## src/rtl/instruction_fetch_unit_pkg.sv

```systemverilog
// Purpose: shared definitions for the instruction fetch stage and the
//          next-PC selector (state encodings, widths, default reset PC).
// Contents:
//   fetchState_e     FETCH / ISSUE state encoding
//   INSTR_WIDTH      instruction word width
//   ADDR_WIDTH       address width
//   J_FIELD_WIDTH    width of the J-type target field
//   DEFAULT_RESET_PC PC loaded on reset unless overridden
//   alignWord()      clears the byte-offset bits of an address
package instruction_fetch_unit_pkg;

  typedef enum logic {
    FETCH = 1'b0,
    ISSUE = 1'b1
  } fetchState_e;

  localparam int INSTR_WIDTH   = 32;
  localparam int ADDR_WIDTH    = 32;
  localparam int J_FIELD_WIDTH = 26;

  localparam logic [ADDR_WIDTH-1:0] DEFAULT_RESET_PC = 32'h0040_0000;

  function automatic logic [ADDR_WIDTH-1:0] alignWord(input logic [ADDR_WIDTH-1:0] addr);
    return {addr[ADDR_WIDTH-1:2], 2'b00};
  endfunction

endpackage

```

## src/rtl/instruction_fetch_unit_next_pc_select.sv

```systemverilog
// Purpose: combinational next-PC selection for a MIPS-style datapath.
//          Shared by the fetch unit and the single-cycle datapath.
// Ports:
//   pcPlus4    in  32  address of the sequential successor
//   jField     in  26  instruction[25:0], J-type target field
//   branchImm  in  32  sign-extended 16-bit branch offset (in words)
//   jump       in  1   J-type instruction
//   branchEq   in  1   BEQ instruction
//   branchNe   in  1   BNE instruction
//   zero       in  1   ALU zero flag
//   nextPc     out 32  selected next PC
module next_pc_select
  import instruction_fetch_unit_pkg::*;
(
  input  logic [ADDR_WIDTH-1:0]    pcPlus4,
  input  logic [J_FIELD_WIDTH-1:0] jField,
  input  logic [ADDR_WIDTH-1:0]    branchImm,
  input  logic                     jump,
  input  logic                     branchEq,
  input  logic                     branchNe,
  input  logic                     zero,
  output logic [ADDR_WIDTH-1:0]    nextPc
);

  logic branchTaken;

  // With both branch flags set the OR below is always true, which is the
  // intended "always taken" behaviour. Jump wins over any branch.
  always_comb begin
    branchTaken = (branchEq & zero) | (branchNe & ~zero);
    if (jump) begin
      nextPc = {pcPlus4[ADDR_WIDTH-1:ADDR_WIDTH-4], jField, 2'b00};
    end else if (branchTaken) begin
      nextPc = pcPlus4 + (branchImm << 2);
    end else begin
      nextPc = pcPlus4;
    end
  end

endmodule

```

## src/rtl/instruction_fetch_unit.sv

```systemverilog
// Purpose: fetch stage in front of the MIPS control unit. Holds the PC,
//          fetches over a req/ack handshake, presents the instruction with
//          valid/ready and picks the next PC when the instruction retires.
// Ports:
//   clk          in  1          rising-edge clock
//   reset        in  1          asynchronous active-high reset
//   imem_req     out 1          fetch request
//   imem_addr    out 32         fetch address (= pc)
//   imem_ack     in  1          memory ack, imem_rdata valid same cycle
//   imem_rdata   in  32         fetched word
//   instruction  out 32         registered instruction
//   instr_valid  out 1          instruction valid
//   instr_ready  in  1          consumer retires instruction this cycle
//   jump         in  1          J-type from control
//   branch_eq    in  1          BEQ from control
//   branch_ne    in  1          BNE from control
//   zero         in  1          ALU zero flag
//   branch_imm   in  32         sign-extended immediate
//   pc           out 32         PC of current instruction
//   pc_plus4     out 32         pc + 4
//   instr_count  out CNT_WIDTH  retired instructions since reset
//
// state | meaning
// FETCH | request outstanding at pc, waiting for imem_ack
// ISSUE | instruction held valid, waiting for instr_ready
module instruction_fetch_unit
  import instruction_fetch_unit_pkg::*;
#(
  parameter logic [31:0] RESET_PC  = DEFAULT_RESET_PC,
  parameter int          CNT_WIDTH = 32
) (
  input  logic                   clk,
  input  logic                   reset,
  output logic                   imem_req,
  output logic [31:0]            imem_addr,
  input  logic                   imem_ack,
  input  logic [31:0]            imem_rdata,
  output logic [31:0]            instruction,
  output logic                   instr_valid,
  input  logic                   instr_ready,
  input  logic                   jump,
  input  logic                   branch_eq,
  input  logic                   branch_ne,
  input  logic                   zero,
  input  logic [31:0]            branch_imm,
  output logic [31:0]            pc,
  output logic [31:0]            pc_plus4,
  output logic [CNT_WIDTH-1:0]   instr_count
);

  fetchState_e      state;
  fetchState_e      nextState;
  logic             loadInstr;
  logic             retire;
  logic [31:0]      nextPc;

  assign pc_plus4  = pc + 32'd4;
  assign imem_addr = pc;

  next_pc_select uNextPcSelect (
    .pcPlus4   (pc_plus4),
    .jField    (instruction[J_FIELD_WIDTH-1:0]),
    .branchImm (branch_imm),
    .jump      (jump),
    .branchEq  (branch_eq),
    .branchNe  (branch_ne),
    .zero      (zero),
    .nextPc    (nextPc)
  );

  always_ff @(posedge clk or posedge reset) begin
    if (reset) begin
      state <= FETCH;
    end else begin
      state <= nextState;
    end
  end

  always_comb begin
    nextState = state;
    unique case (state)
      FETCH:   if (loadInstr) nextState = ISSUE;
      ISSUE:   if (retire)    nextState = FETCH;
      default: nextState = FETCH;
    endcase
  end

  // An ack only counts while the request is actually up, so a stray ack in
  // the first cycle after reset is dropped. Ready only counts in ISSUE.
  always_comb begin
    loadInstr = (state == FETCH) & imem_req & imem_ack;
    retire    = (state == ISSUE) & instr_ready;
  end

  // imem_req and instr_valid are registered copies of the upcoming state,
  // so the request rises on the first edge after reset releases.
  always_ff @(posedge clk or posedge reset) begin
    if (reset) begin
      pc          <= alignWord(RESET_PC);
      instruction <= '0;
      instr_valid <= 1'b0;
      imem_req    <= 1'b0;
      instr_count <= '0;
    end else begin
      imem_req    <= (nextState == FETCH);
      instr_valid <= (nextState == ISSUE);
      if (loadInstr) begin
        instruction <= imem_rdata;
      end
      if (retire) begin
        pc          <= alignWord(nextPc);
        instr_count <= instr_count + {{(CNT_WIDTH-1){1'b0}}, 1'b1};
      end
    end
  end

endmodule
```

## config.mk

```make
export PLATFORM = sky130hd
export DESIGN_NAME = instruction_fetch_unit
export DESIGN_NICKNAME = d
export VERILOG_FILES = /design/src/rtl/instruction_fetch_unit_pkg.sv /design/src/rtl/instruction_fetch_unit_next_pc_select.sv /design/src/rtl/instruction_fetch_unit.sv
export SDC_FILE = /design/constraint.sdc
export NUM_CORES = 1
export LEC_CHECK = 0
export ABC_AREA = 1
export CORE_ASPECT_RATIO = 0.8
export CORE_MARGIN = 2
export CORE_UTILIZATION = 43
export CTS_BUF_LIST = sky130_fd_sc_hd__clkbuf_16
export DETAILED_ROUTE_END_ITERATION = 8
export HOLD_SLACK_MARGIN = 0.1
export PLACE_DENSITY = 0.79
export REMOVE_ABC_BUFFERS = 1
export SLEW_MARGIN = 30
export SYNTH_ARGS = -nofsm -noshare
export SYNTH_HDL_FRONTEND = slang
export SYNTH_HIERARCHICAL = 1
export SYNTH_SLANG_ARGS = --single-unit
export TNS_END_PERCENT = 100
```

## constraint.sdc

```tcl
create_clock -name clk -period 3.4 [get_ports clk]
set_clock_uncertainty 0.15 [all_clocks]
set_input_delay 0.68 -clock clk [delete_from_list [all_inputs] [get_ports clk]]
set_output_delay 0.68 -clock clk [all_outputs]
set_load 0.01 [all_outputs]
```

Word level (Yosys, flattened, before mapping)

Cells that the tools add are included.

$add $sub $neg: 3
Muxes and demuxes: 5
Bitwise gates (word level): 9

Operators with widths:

| operator                                                         | count |
|---|---|
| 32-bit two-way mux                                               | 2 |
| 32-bit by 1-bit adder with 32-bit output (second input constant) | 1 |
| 32-bit by 3-bit adder with 32-bit output (second input constant) | 1 |
| 32-bit adder                                                     | 1 |
| 1-bit AND                                                        | 5 |
| 1-bit NOT                                                        | 3 |
| 1-bit two-way mux                                                | 2 |
| 1-bit case mux with 2 select lines                               | 1 |
| 1-bit bitwise OR                                                 | 1 |

Bits in registers: 96
Bits of input ports: 72
Output and inout port bits: 162
Word-level logic and storage cells: 22

Longest topological paths before layout

Gate-level depths: netlist of run 1.

Depth after elaboration: 6
Mapped depth: 24
Mapped depth without buffers: 24

Modules after synthesis

The synthesis of run 1 kept the hierarchy.

Modules (own cells, without submodules):

| module                 | times used | cells each | area each (um^2) | seq. area each (um^2) |
|---|---|---|---|---|
| instruction_fetch_unit | 1          | 688        | 5183.7           | 2403.6 |
| next_pc_select         | 1          | 554        | 2727.6           | 0.0 |

Worst setup path after synthesis of run 1

OpenSTA, ideal clock, no wires.

Path kind: reg-to-reg
Start: register pc[3], in the netlist imem_addr[3]
End: register pc[18], in the netlist imem_addr[18]
Setup time: 117 ps
Arrival time: 2740 ps
Required time: 3133 ps
Path slack: 394 ps
Cell stages (with the launch flop): 20
Path buffers: 0
Clock period less this slack: 3006 ps
Cells stage by stage: dfrtp_1 -> ha_1 -> nand3_2 -> nor2_1 -> nand3_1 -> xor2_1 -> ha_1 -> nand2_2 -> inv_1 -> nand2_1 -> nand2_1 -> o21bai_1 -> nor2_1 -> nor2_1 -> nor2_1 -> nand2_1 -> nand2_1 -> nand2_1 -> nand2_1 -> nand2_1

Longest elaborated chain between the ends: 4

Ends and longest elaborated chain:

| item                                     | RTL line                                    | source |
|---|---|---|
| from (decl)                              | instruction_fetch_unit.sv:46                | `output logic [31:0] pc,` |
| from (signal assigned)                   | instruction_fetch_unit.sv:99                | `pc <= alignWord(RESET_PC);` |
| from (signal assigned)                   | instruction_fetch_unit.sv:111               | `pc <= alignWord(nextPc);` |
| 32-bit by 3-bit adder with 32-bit output | instruction_fetch_unit.sv:57                | `assign pc_plus4 = pc + 32'd4;` |
| named net pc_plus4[16]                   | instruction_fetch_unit.sv:47                | `output logic [31:0] pc_plus4,` |
| 32-bit adder                             | instruction_fetch_unit_next_pc_select.sv:34 | `nextPc = pcPlus4 + (branchImm << 2);` |
| 32-bit two-way mux                       | instruction_fetch_unit_next_pc_select.sv:33 | `end else if (branchTaken) begin` |
| 32-bit two-way mux                       | instruction_fetch_unit_next_pc_select.sv:31 | `if (jump) begin` |
| named net nextPc[18]                     | instruction_fetch_unit.sv:55                | `logic [31:0] nextPc;` |

The timed path passes the listed nets, and every way through them passes these cells.
A chain may end at the register's enable or synchronous reset.

Worst setup path after layout of run 1

Start: register pc[16], in the netlist imem_addr[16]
End: output port pc_plus4[18]

Longest elaborated chain between the ends: 1

Ends and longest elaborated chain:

| item                                     | RTL line |
|---|---|
| 32-bit by 3-bit adder with 32-bit output | instruction_fetch_unit.sv:57 |
| to (decl)                                | instruction_fetch_unit.sv:47 |

No other way between the ends.

==> results.cfg, run 1 <==
[timing]
final-max-slew-violation-count = 0
count_of_final_setup_violators = 0
achievable-frequency_ghz = 0.306
final_min_period_over_clock_period = 0.962
timing.final.hold_violations = 0
max-slew-margin-rel = 0.563
final_worst_setup_slack_ps = 128
final_period_demand_of_the_worst_path_ps = 3270
rsz0062_at_grt = yes
worst_pin_slew_ps = 655

[layout]
finish.net_count = 1562
postLayoutCoreUtil = 0.606
syn_to_final_growth_pct = 38.7
final.fill_count = 1662
stdcell_area_um2 = 11000
area.sequential_um2 = 2420
multiInputGateArea_um2 = 4880
mostFrequentLayoutCells = nand2_1 (514), clkdlybuf4s50_1 (225), inv_1 (125), nor2_1 (101), dfrtp_1 (85)
most_frequent_standard_cell_in_the_layout_excluding_fill_and_tap_cells = nand2_1
drive_gt1_frac = 0.103
num_antenna_cells = 0

[cts]
cts_root_buf = clkbuf_16
cts_max_level = 3
clk_pin_slew_ps = 70
tritoncts = yes
cts-root-to-sink-buffers = 2
cts-hold-fix-buffers = 0
clock_latency_of_the_later_clocked_register_in_the_worst_skew_pair_ps = 340
cts.sink_count = 96
cts-buffers-inserted = 9

[status]
status = finished clean

[detailed_routing]
detail_route.wl_per_cell_um = 15.6
drc_errors = 0
wl_mm = 26.4
drt-initial-drc-count = 713
drt-pass1-iter-count = 5
via_per_inst = 4.98
vias = 8436
drtAntennaViolNets = 0

[critical_path]
critical_path_required_ps = 2570
worst-setup-path-type = reg2out
worstSetupEndpointType = output pin
ff2ff_path_depth = 19
timing.critical_path.from_type = flip-flop
critical_path.max_fanout = 4
cp.arrival_ps = 2440

[global_route]
grt_util_all_layers = 0.270
grt_max_degree = 50
global_route.usage.met3 = 0.0485
antenna_found_initial = 0
global_routing_met1_resource_utilization = 0.398
global_route.usage.met2 = 0.412
grt_pass1_wl_mm = 41.8
grt.busiest_layer = met2
grt_pass1_vias = 7883
grt_overflow = 0

[job]
maxCapViolCount = 0

[pwr]
p_per_area_nw_per_um2 = 783
vdd_drop_max_mv = 0.479
p_leak_nw = 5.32
report.power.total_mw = 8.57

[synth]
syn_inst = 1238
netlist_area_um2 = 7900
synth.yosys.warnings = 6
syn_area_per_cell_um2 = 6.38

[floorplan]
io-pin-count = 234
die_height_um = 125
die_w_um = 156
num_rows = 44
floorplan.initialDensity = 0.437
floorplan.die_area_um2 = 19500
design.core.area_um2 = 18100

[placement]
port_buffers = 225
place_ws_ps = 91.1
hpwl_mm = 20.9
gp_congestion = 0.938
placed_cell_area_um2 = 10400

[min_path]
timing.hold.worst_path_depth = 2
min_path_type = reg2reg
[metrics by stage]
step	TNS (ps)	std cells	hold slack, ps
2_1_floorplan	0	1185	364
3_3_place_gp	0	1675	318
3_5_place_dp	0	1675	319
4_1_cts	0	1691	336
5_1_grt	-38.2	1693	365
6_report	0	1693	335
[routing by layer]
layer | wire length (um) | part of all wire
met1 | 11900 | 0.45
met2 | 11500 | 0.44
met3 | 2490 | 0.094
met4 | 514 | 0.019
met5 | 0 | 0
[worst max-delay path, stage by stage (launching register included)]
cell	delay [ps]
dfrtp_1	450
inv_1	170
nor3_2	220
nand2_1	120
nor2_1	130
xor2_1	290
buf_4	190
clkdlybuf4s50_1	530
[state kept, by name (all words and copies together) (netlist names)]
| name | flops |
|---|---|
| instr_count | 32 |
| imem_addr | 30 |
| instr_valid | 1 |
| imem_req | 1 |
| instruction | 32 |
[worst paths after layout]
kind                                  from         endpoint  slack (ps)
min in group asynchronous            reset         imem_req         600
setup / recovery             imem_addr[16]     pc_plus4[18]         130
hold / removal             instruction[31]  instruction[31]         340
max in group asynchronous            reset    imem_addr[22]        1790
setup reg to reg             imem_addr[22]    imem_addr[25]         200
hold reg to reg            instruction[31]  instruction[31]         340
[repair_timing]
| action | 4_1_cts | 5_1_grt |
|---|---|---|
| resized for setup | 0 | 57 |
| setup buffers | 0 | 2 |
| setup endpoints to repair | 0 | 26 |
[area by class of cell]
class                      instances  area share
timing repair buffer             262       0.232
multi-input combinational        956       0.446
clock inverter                     7     0.00868
sequential                        96       0.221
inverter                         133      0.0458
clock buffer                       9      0.0206
tap                              230      0.0263
[report_power, final]
group / leakage (nW) / switching (mW) / internal (mW) / total, mW
combinational: 3.96 / 2.98 / 2.49 / 5.47
sequential: 1.22 / 0.474 / 1.54 / 2.01
clock: 0.146 / 0.446 / 0.645 / 1.09
(Power assumes the default switching activity.)
==> run 2, diff against run 1 <==
- CTS_CLUSTER_DIAMETER: not set -> 200
==> results of run 2 <==
No change in the layout: final DEF, timing and power equal those of run 1.
==> run 3, diff against run 2 <==
- ABC_AREA: 1 -> not set
- CORE_MARGIN: 2 -> not set
- CORE_UTILIZATION: 43 -> 42
- PLACE_DENSITY: 0.79 -> 0.78
==> results.cfg, run 3 <==
[timing]
count_of_final_setup_violators = 25
max-slew-margin-rel = 0.530
achievable-frequency_ghz = 0.244
final_worst_setup_slack_ps = -699
worst_pin_slew_ps = 699
final_min_period_over_clock_period = 1.21
final-max-slew-violation-count = 0
rsz0062_at_grt = yes
final_period_demand_of_the_worst_path_ps = 4100
timing.final.hold_violations = 0

[layout]
syn_to_final_growth_pct = 73.4
final.fill_count = 985
most_frequent_standard_cell_in_the_layout_excluding_fill_and_tap_cells = clkdlybuf4s50_1
drive_gt1_frac = 0.395
finish.net_count = 1192
mostFrequentLayoutCells = clkdlybuf4s50_1 (208), buf_4 (170), dfrtp_1 (93), mux2_2 (64), nand2_1 (51)
num_antenna_cells = 0

[placement]
place_ws_ps = -570
hpwl_mm = 17.5
gp_congestion = 0.947
port_buffers = 225

[critical_path]
ff2ff_path_depth = 18
master_of_the_slowest_instance_on_the_critical_path = o32ai_1
cp.arrival_ps = 4230
cp.buffers_inverters = 4
critPathMostFrequentCell = buf_4
rr_startpoint = imem_addr[7]
critical_path_start = imem_addr[7]
cp_top_family = compound AO/OA/AOI/OAI gates
cp_num_cells = 18
worstSetupEndpointType = flip-flop
worst_setup_path_endpoint = imem_addr[31]
worst-setup-path-type = reg2reg
reg2reg_to = imem_addr[31]
critical_path_required_ps = 3530
crit_path_cell_trace = nand4_1 > or3_4 > buf_4 > buf_6 > buf_4 > nor2_4 > xor2_2 > ha_1 > nand3_1 > nor3_2 > o21ai_2 > o211ai_2 > buf_4 > a31oi_4 > a21oi_1 > xnor2_1 > o32ai_1 > mux2_4
worst-r2r-setup-slack_ps = -700
cpPeakStageDelay_ps = 430
timing.critical_path.from_type = flip-flop
critical_path.max_fanout = 3

[global_route]
grt_overflow = 0
grt_max_degree = 41
grt_util_all_layers = 0.283
grt_pass1_vias = 6553
antenna_found_initial = 1
grt_pass1_wl_mm = 35.9

[floorplan]
floorplan.die_area_um2 = 16700
io-pin-count = 234
die_height_um = 116
num_rows = 41
design.core.area_um2 = 15700
die_w_um = 144
floorplan.initialDensity = 0.430

[detailed_routing]
drt-initial-drc-count = 712
drc_errors = 0
via_per_inst = 5.83
drtAntennaViolNets = 0
detail_route.wl_per_cell_um = 21.8
vias = 7625
drt-pass1-iter-count = 5
wl_mm = 28.5

[cts]
cts-root-to-sink-buffers = 2
tritoncts = yes
cts_root_buf = clkbuf_16
clk_pin_slew_ps = 70
clock_latency_of_the_later_clocked_register_in_the_worst_skew_pair_ps = 340
cts_max_level = 3
cts.sink_count = 96
cts-buffers-inserted = 9

[job]
maxCapViolCount = 0

[synth]
syn_area_per_cell_um2 = 9.52
syn_inst = 712
synth.yosys.warnings = 6
netlist_area_um2 = 6780

[pwr]
vdd_drop_max_mv = 0.404
p_sw_mw = 4.96
switching_share = 0.435
p_comb_frac = 0.742
seq_power_share = 0.175
cellInternalPower_mw = 6.44
p_leak_nw = 5.18
report.power.total_mw = 11.4
p_per_area_nw_per_um2 = 970
power.share.clock = 0.082

[min_path]
min_path_type = reg2reg

[status]
status = complete, but fails checks
violations = setup timing
run 3: cell type report:
| cell class | count | area, um2 | share of cell area |
|---|---|---|---|
| clock inverter | 7 | 47.5 | 0.00405 |
| inverter | 22 | 87.6 | 0.00745 |
| timing repair buffer | 419 | 3800 | 0.323 |
| sequential | 96 | 2410 | 0.205 |
| tap | 215 | 269 | 0.0229 |
| clock buffer | 9 | 225 | 0.0192 |
| multi-input combinational | 540 | 4920 | 0.418 |
run 3: metal layers:
layer | GRT usage | part of all wire | routed length [um]
met4 | 0.0851 | 0.044 | 1260
met1 | 0.392 | 0.39 | 11000
met3 | 0.0479 | 0.094 | 2670
met2 | 0.455 | 0.48 | 13600
met5 | 0 | 0.00046 | 13
run 3: how the worst min path moves through the flow:
stage | cells past startpoint | end | start
global placement | 1 | instr_count[31] | instr_count[31]
CTS | 1 | instr_count[31] | instr_count[31]
global route | 1 | instr_count[23] | instr_count[23]
finish | 1 | instr_count[31] | instr_count[31]
detailed placement | 1 | instr_count[31] | instr_count[31]
floorplan | 1 | instr_count[31] | instr_count[31]
run 3: per-stage QoR:
step           hold slack, ps  utilization  TNS [ps]  area [um2]  instances
2_1_floorplan             357            -     -6540        6430        658
3_3_place_gp              313        0.641     -7470       10100       1247
3_5_place_dp              320        0.641     -8650       10100       1247
4_1_cts                   330        0.684     -5390       10800       1282
5_1_grt                   355        0.746    -11060       11800       1308
6_report                  322        0.746     -9470       11800       1308
run 3: what timing repair did:
action / in CTS / in global routing
endpoints found under the hold margin: 0 / 0
buffers inserted: 19 / 29
pin swaps: 40 / 97
gates resized for setup: 87 / 173
setup endpoints to repair: 34 / 36
hold buffers: 0 / 0
run 3: power groups by stage:
stage	registers [mW]	clock network, mW	logic, mW
after floorplan	2.27	0	2.62
after global placement	1.92	0	6.44
after detailed placement	1.94	0	6.56
after CTS	1.94	0.950	6.91
after global routing	2.04	1.01	8.78
final	2.00	0.939	8.46
